### config.mk
export PLATFORM = sky130hd
export DESIGN_NAME = div_repeated_sub
export DESIGN_NICKNAME = d
export VERILOG_FILES = /design/src/rtl/div_repeated_sub.sv
export SDC_FILE = /design/constraint.sdc
export NUM_CORES = 1
export LEC_CHECK = 0
export CORE_UTILIZATION = 35
export CTS_CLUSTER_SIZE = 24
export DETAILED_ROUTE_END_ITERATION = 6
export PLACE_DENSITY = 0.67
export SYNTH_ARGS = -nofsm -noshare
export SYNTH_HDL_FRONTEND = slang
export SYNTH_SLANG_ARGS = --single-unit
### constraint.sdc
create_clock -name clk -period 3.26 [get_ports clk]
set_input_delay 0.815 -clock clk [delete_from_list [all_inputs] [get_ports clk]]
set_output_delay 0.815 -clock clk [all_outputs]
set_load 0.1 [all_outputs]
### src/rtl/div_repeated_sub.sv
// Sequential divider: repeated subtraction of the divisor from the dividend.
// Controller FSM plus datapath (R remainder reg, B divisor reg, Q quotient counter).
// Operands share data_in: dividend in the start cycle, divisor in the next cycle.
// Optional feature macro: DIV_SIGNED_EN (two's complement operands, truncating division).
module div_repeated_sub #(
    parameter int unsigned WIDTH = 16
) (
    input  logic             clk,
    input  logic             rst_n,
    input  logic             start,
    input  logic [WIDTH-1:0] data_in,
    output logic             busy,
    output logic             done,
    output logic             div_by_zero,
    output logic [WIDTH-1:0] quotient,
    output logic [WIDTH-1:0] remainder
);

    typedef enum logic [1:0] {StIdle, StLoadB, StSub, StDone} state_e;

    state_e           state_q, state_d;
    logic [WIDTH-1:0] r_q, r_d;
    logic [WIDTH-1:0] b_q, b_d;
    logic [WIDTH-1:0] q_q, q_d;
    logic             dbz_q, dbz_d;
    logic [WIDTH-1:0] op_in;
    logic             r_ge_b;

`ifdef DIV_SIGNED_EN
    logic sign_in;
    logic sa_q, sa_d;
    logic sb_q, sb_d;

    // Operand magnitude; most-negative maps onto itself, which is its correct unsigned magnitude
    always_comb begin
        sign_in = data_in[WIDTH-1];
        op_in   = sign_in ? -data_in : data_in;
    end
`else
    // Unsigned build: operands are used as-is
    always_comb begin
        op_in = data_in;
    end
`endif

    assign r_ge_b = (r_q >= b_q);

    // State and datapath registers
    always_ff @(posedge clk or negedge rst_n) begin
        if (!rst_n) begin
            state_q <= StIdle;
            r_q     <= '0;
            b_q     <= '0;
            q_q     <= '0;
            dbz_q   <= 1'b0;
`ifdef DIV_SIGNED_EN
            sa_q    <= 1'b0;
            sb_q    <= 1'b0;
`endif
        end else begin
            state_q <= state_d;
            r_q     <= r_d;
            b_q     <= b_d;
            q_q     <= q_d;
            dbz_q   <= dbz_d;
`ifdef DIV_SIGNED_EN
            sa_q    <= sa_d;
            sb_q    <= sb_d;
`endif
        end
    end

    // Next-state and datapath update logic
    always_comb begin
        state_d = state_q;
        r_d     = r_q;
        b_d     = b_q;
        q_d     = q_q;
        dbz_d   = dbz_q;
`ifdef DIV_SIGNED_EN
        sa_d    = sa_q;
        sb_d    = sb_q;
`endif
        unique case (state_q)
            StIdle, StDone: begin
                if (start) begin
                    r_d     = op_in;
                    q_d     = '0;
                    dbz_d   = 1'b0;
`ifdef DIV_SIGNED_EN
                    sa_d    = sign_in;
`endif
                    state_d = StLoadB;
                end
            end
            StLoadB: begin
                b_d = op_in;
`ifdef DIV_SIGNED_EN
                sb_d = sign_in;
`endif
                if (data_in == '0) begin
                    dbz_d   = 1'b1;
                    q_d     = '1;
                    state_d = StDone;
                end else begin
                    state_d = StSub;
                end
            end
            StSub: begin
                // Compare gates the subtract, so R never underflows
                if (r_ge_b) begin
                    r_d = r_q - b_q;
                    q_d = q_q + WIDTH'(1);
                end else begin
                    state_d = StDone;
                end
            end
            default: state_d = StIdle;
        endcase
    end

    // Status decodes and result outputs
    always_comb begin
        busy        = (state_q == StLoadB) || (state_q == StSub);
        done        = (state_q == StDone);
        div_by_zero = dbz_q;
`ifdef DIV_SIGNED_EN
        // Divide-by-zero keeps all-ones quotient; remainder follows dividend sign
        quotient    = (!dbz_q && (sa_q ^ sb_q)) ? -q_q : q_q;
        remainder   = sa_q ? -r_q : r_q;
`else
        quotient    = q_q;
        remainder   = r_q;
`endif
    end

endmodule

After elaboration in Yosys (flattened, before gate mapping)
Cells that the tools add are included.

Bits in registers: 51. Input bits: 19. Output and inout bits: 35. Logic and storage cells: 39.

Add/sub/neg operators: 2. Magnitude comparators: 1. Equality and inequality tests: 7. Multiplexer cells: 14. Reduce and logical (&&, ||, !) cells: 10.

Operator list (number): 16-bit 2-to-1 mux (5); 16-bit case mux with 3 select lines (1); 16-bit case mux with 2 select lines (1); 16-bit by 1-bit adder with 16-bit output, second input constant (1); 16-bit greater-or-equal comparator (1); 16-bit zero test (1); 16-bit subtractor (1); 3-bit AND reduction (3); 2-bit != test, second input constant (4); 2-bit case mux with 3 select lines (1); 2-bit == test, second input constant (2); 2-bit 2-to-1 mux (2); 2-bit nonzero test (2); 1-bit 2-to-1 mux (3); 2-bit by 1-bit == test with 1-bit output, second input constant (1); 2-bit zero test (1); 1-bit case mux with 2 select lines (1); 2-bit AND reduction (1); 2-bit OR reduction (1); 1-bit logical OR (1).

Longest topological paths before layout
Depth in word-level cells: 4. Depth in mapped cells: 13.

Worst setup path before layout
No wires, ideal clock.

Path kind: flip-flop to flip-flop. Start point: reg r_q[0], in the netlist remainder[0]. End point: reg r_q[10], in the netlist remainder[10]. Setup time: 0.126 ns. Data arrival time: 2.866 ns. Data required time: 3.134 ns. Path slack: 0.267 ns. Stages on the path, launching flop included: 12. Path buffers: 0. Clock period less this slack: 2.993 ns. Path through: dfrtp_1 inv_1 ha_1 inv_1 fa_1 a21o_1 a221oi_4 o211a_1 o31ai_1 xor2_1 mux2_2 mux2_4.

Word-level cells in the longest chain between the ends: 3. Elaborated cells on any way between the ends: 6. Classes of those cells: add/sub: 1; order compare: 1; eq/ne: 1; mux: 2; reduce/logical: 1.

Ends and longest elaborated chain: from (decl) (RTL line 22) `logic [WIDTH-1:0] r_q, r_d;`; from (signal assigned) (RTL line 62) `r_q <= r_d;`; 16-bit subtractor or 16-bit greater-or-equal comparator (tied branches) (RTL line 112, 46); 16-bit 2-to-1 mux or 2-bit != test (tied branches); 16-bit case mux with 2 select lines or 3-bit AND reduction (tied branches).

Several ways; a longest one is shown, not always the timed one. The select of a mux whose other input is x is not followed. A chain may end at the register's enable or synchronous reset.

Worst setup path after layout
Start point: in data_in[6]. End point: reg q_q[9], in the netlist quotient[9].

Word-level cells in the longest chain between the ends: 3.

Ends and longest elaborated chain: from (decl) (RTL line 11) `input logic [WIDTH-1:0] data_in,`; 16-bit zero test (RTL line 101) `if (data_in == '0) begin`; 2-bit != test (no line); 3-bit AND reduction (no line); to (signal assigned) (RTL line 64) `q_q <= q_d;`; to (decl) (RTL line 24) `logic [WIDTH-1:0] q_q, q_d;`.

Every way passes these cells.

==> results.txt <==
The flow ran to the end, and the final reports show no timing, DRC or antenna violations. The die is 101 um tall. The total of buffers placed on input and output ports came out at 53.

The tools report the startpoint class of the critical path as an input pin. The final clock period utilization by the worst path came out at 94.8%. The cell at the root of the clock tree was sky130_fd_sc_hd__clkbuf_8.

The data arrival time of the critical path is 3310 ps, and the largest fanout of any net on the critical path is 12. The tools report the combined area of the multi-input logic cells as 0.00191 mm^2. TritonCTS built the clock tree.

In this run, the number of DRC markers left after iteration 0 of detailed routing was 183. No sink is reached through more buffers than the 2 on the longest clock path. The path type of the worst setup path is input pin to flop. For the number of max-slew violations in the final report, the log shows 0.

The overall routing resource usage is 18.6%, and the pre-CTS setup slack is -178 ps. At the pin with the least slew margin, the transition time is 676 ps. The minimum clock period is 3090 ps. In the final routed layout, each cell accounts on average for 15.0 um. The total overflow left after global routing is 0. Once detail routing completed, the nets flagged for antenna violations numbered 0.

DRC violations left: 0. The synthesized netlist net count came out at 456. In this run the horizontal extent of the chip is 101 um. The share of the synthesized area in the top cell type was 37.5%. The mapped netlist covers 0.00340 mm^2. The H-tree was split into 2 levels.

The first global-routing pass estimated 14.9 mm of wire. The number of global-route vias before repair came out at 2996. For this run, asynchronously set or reset flops after synthesis account for 100%. STA classifies the critical path endpoint as a flop. Number of enable flip-flop cells after synthesis: 0. Setup violations remaining at the end of the flow were counted as 0.

The type of the tightest min-delay check is flop to flop. The run gives 35 as the number of standard-cell rows in the floorplan. From synthesis to final layout, the design area changed by 20.9%.

The synthesized design contains 51 register bits. After detailed placement, the design holds a cell count of 584. By area the synthesized netlist is led by sky130_fd_sc_hd__dfrtp_1 (38%), sky130_fd_sc_hd__o21ai_0 (9.3%), sky130_fd_sc_hd__ha_1 (7.4%), sky130_fd_sc_hd__nand2_1 (4.9%), sky130_fd_sc_hd__a21oi_1 (4.1%). Number of unique standard cell types used by synthesis: 43. The CTS clock-pin slew for the worst setup and hold paths was 110 ps; the total placed instance area was 0.00397 mm^2. The maximum achievable frequency came out at 324 MHz. For the worst-skew pair, the clock arrives at the later sink with an insertion delay of 310 ps. After synthesis, the mean cell area works out to 8.18 um^2.

The run gives 416 as the number of instances in the synthesized netlist. Setup repair after global routing left no endpoint under its margin. The share of the yosys chip area belonging to registers was 37.5%; the number of maximum-capacitance violations was 0. The data required time at the worst endpoint is 3480 ps. Using the TritonRoute via totals, the vias-per-cell ratio works out to 5.37.

In the final layout, the share of cells above drive strength 1 is 12.7%. For this run, the detailed router's first-pass iteration total came to 4. The logs give 54 for the number of ports placed on the die boundary and 945 for the total of fill cells in the finished design.

The number of antenna violations at the first check in global routing is 0, and the worst path setup slack after routing is 170 ps. The total count of hold-check failures in the final report was 0. Routability-driven placement finished with a final weighted congestion of 0.852. The run gives 0.00411 mm^2 as the cell area after layout.

Via count of the routed design: 3180. Yosys printed 0 warnings. Measured against its own limit, the worst slew margin works out to 54.5%. The clock drives 51 sinks.

Entering global routing, the biggest net connects 52 pins. The floorplan step defined a core boundary enclosing 0.00933 mm^2. Across the routed clock network, the largest skew measured is 14.7 ps. Clock tree synthesis inserted a total of 5 buffers. The area of the die came out at 0.0101 mm^2. At the end of the flow, the number of nets in the layout was 502.

The initial utilization of the core area, before any placement, comes to 36.5%. For this run, the leading register cell type out of synthesis is sky130_fd_sc_hd__dfrtp_1. Antenna cell count: 0.

The largest total area in the synthesized netlist belongs to sky130_fd_sc_hd__dfrtp_1. The run gives 592 as the number of cells in the finished layout apart from fillers. Summed over all layers, the routed wires come to 8.90 mm. Once detailed placement completed, the half-perimeter wirelength came to 6.43 mm.

Area used by sequential logic in the layout: 0.00128 mm^2.
==> final timing paths <==
path	from	end	slack, ps	depth (start not counted)
setup / recovery	data_in[6]	quotient[9]$_DFFE_PN0P_	170	7
hold / removal	remainder[0]$_DFFE_PN0P_	remainder[0]$_DFFE_PN0P_	530	2
setup reg to reg	remainder[0]$_DFFE_PN0P_	remainder[10]$_DFFE_PN0P_	470	11
hold reg to reg	remainder[0]$_DFFE_PN0P_	remainder[0]$_DFFE_PN0P_	530	2
max in group asynchronous	rst_n	remainder[13]$_DFFE_PN0P_	2210	2
min in group asynchronous	rst_n	quotient[3]$_DFFE_PN0P_	620	2
==> routing by layer <==
metal  GRT usage (%)  wire length, um  vias up
met4            4.01               97        0
li1                -                -     1556
met3            4.02              545        9
met1            26.1             4180     1530
met5               0                0        -
met2            29.5             4080       85
==> flip-flops by register name, indices dropped and copies added (netlist names) <==
| register | cells |
|---|---|
| b_q | 16 |
| div_by_zero | 1 |
| quotient | 16 |
| remainder | 16 |
| state_q | 2 |
==> worst max-delay path, stage by stage <==
cell and delay (ps):
sky130_fd_sc_hd__clkdlybuf4s50_1 450, sky130_fd_sc_hd__nor4_1 640, sky130_fd_sc_hd__nand4_1 300, sky130_fd_sc_hd__a21boi_0 250, sky130_fd_sc_hd__nand3b_1 210, sky130_fd_sc_hd__nand2b_1 400, sky130_fd_sc_hd__o21ai_0 250
==> synthesized netlist by cell type, types with 5 or more instances <==
master                     number
sky130_fd_sc_hd__ha_1          20
sky130_fd_sc_hd__nor2_1        30
sky130_fd_sc_hd__dfrtp_1       51
sky130_fd_sc_hd__clkbuf_1      16
sky130_fd_sc_hd__a21oi_1       28
sky130_fd_sc_hd__mux2i_1        9
sky130_fd_sc_hd__a21o_1         5
sky130_fd_sc_hd__o21ai_0       63
sky130_fd_sc_hd__nor4_1         6
sky130_fd_sc_hd__xor2_1         8
sky130_fd_sc_hd__nor3_1         5
sky130_fd_sc_hd__a31oi_1       18
sky130_fd_sc_hd__inv_1         37
sky130_fd_sc_hd__nand3_1        9
sky130_fd_sc_hd__and3_1        10
sky130_fd_sc_hd__nand2b_1       5
sky130_fd_sc_hd__nand2_1       44
sky130_fd_sc_hd__o211ai_1       5
==> kinds of logic (layout without fill, tap and decap cells) <==
logic type                 count (synthesis)  after routing  synth area share (%)
AOI/OAI and AO/OA                        140            140                  24.3
and+or+nand+nor                          121            121                  16.6
buffers and inverters                     58            105                  6.55
DFF                                       51             51                  37.5
adders and majority gates                 21             21                  7.94
muxes                                     13             13                  4.08
xor gates and xnor gates                  12             12                  3.09
==> metrics by stage <==
| stage | TNS, ps | hold WS (ps) | utilization, % |
|---|---|---|---|
| detailed placement | -1840 | 501 | 42.6 |
| floorplan | 0 | 485 | - |
| global placement | -1780 | 498 | 42.6 |
| global route | 0 | 556 | 44.1 |
| CTS | 0 | 527 | 44.0 |
| finish | 0 | 527 | 44.1 |
==> cell usage in the layout (no fill, tap or decap), types with 3 or more instances in the layout <==
cell type and count:
sky130_fd_sc_hd__a21oi_1 28, sky130_fd_sc_hd__clkdlybuf4s50_1 17, sky130_fd_sc_hd__o31ai_1 4, sky130_fd_sc_hd__mux2i_1 9
sky130_fd_sc_hd__mux2_2 3, sky130_fd_sc_hd__dfrtp_1 51, sky130_fd_sc_hd__a21o_1 5, sky130_fd_sc_hd__nand2b_1 5
sky130_fd_sc_hd__o211ai_1 5, sky130_fd_sc_hd__a21boi_0 4, sky130_fd_sc_hd__xor2_1 8, sky130_fd_sc_hd__o21ai_0 63
sky130_fd_sc_hd__inv_1 37, sky130_fd_sc_hd__nor2_1 30, sky130_fd_sc_hd__a211oi_1 3, sky130_fd_sc_hd__a31oi_1 18
sky130_fd_sc_hd__nor3_1 5, sky130_fd_sc_hd__xnor2_1 4, sky130_fd_sc_hd__nand4_1 4, sky130_fd_sc_hd__nand3_1 9
sky130_fd_sc_hd__nor4_1 5, sky130_fd_sc_hd__nand2_1 44, sky130_fd_sc_hd__and3_1 10, sky130_fd_sc_hd__buf_4 42
sky130_fd_sc_hd__clkbuf_8 5, sky130_fd_sc_hd__ha_1 20
==> layout make-up <==
cell class | count | area share, %
Timing Repair Buffer | 60 | 11.9
Inverter | 37 | 3.38
Sequential cell | 51 | 31.0
Clock inverter | 3 | 1.64
Tap cell | 129 | 3.92
Multi-Input combinational cell | 307 | 46.4
Clock buffer | 5 | 1.67
==> what timing repair did <==
action,in CTS,in global routing
gates resized for setup,0,1
endpoints found under the hold margin,0,0
endpoints found under the setup margin,0,12
hold buffers,0,0
setup buffers,0,0
Power is left out: the tool's default activity adds up to more than one toggle a clock period on the data nets, which glitch-free logic cannot reach.
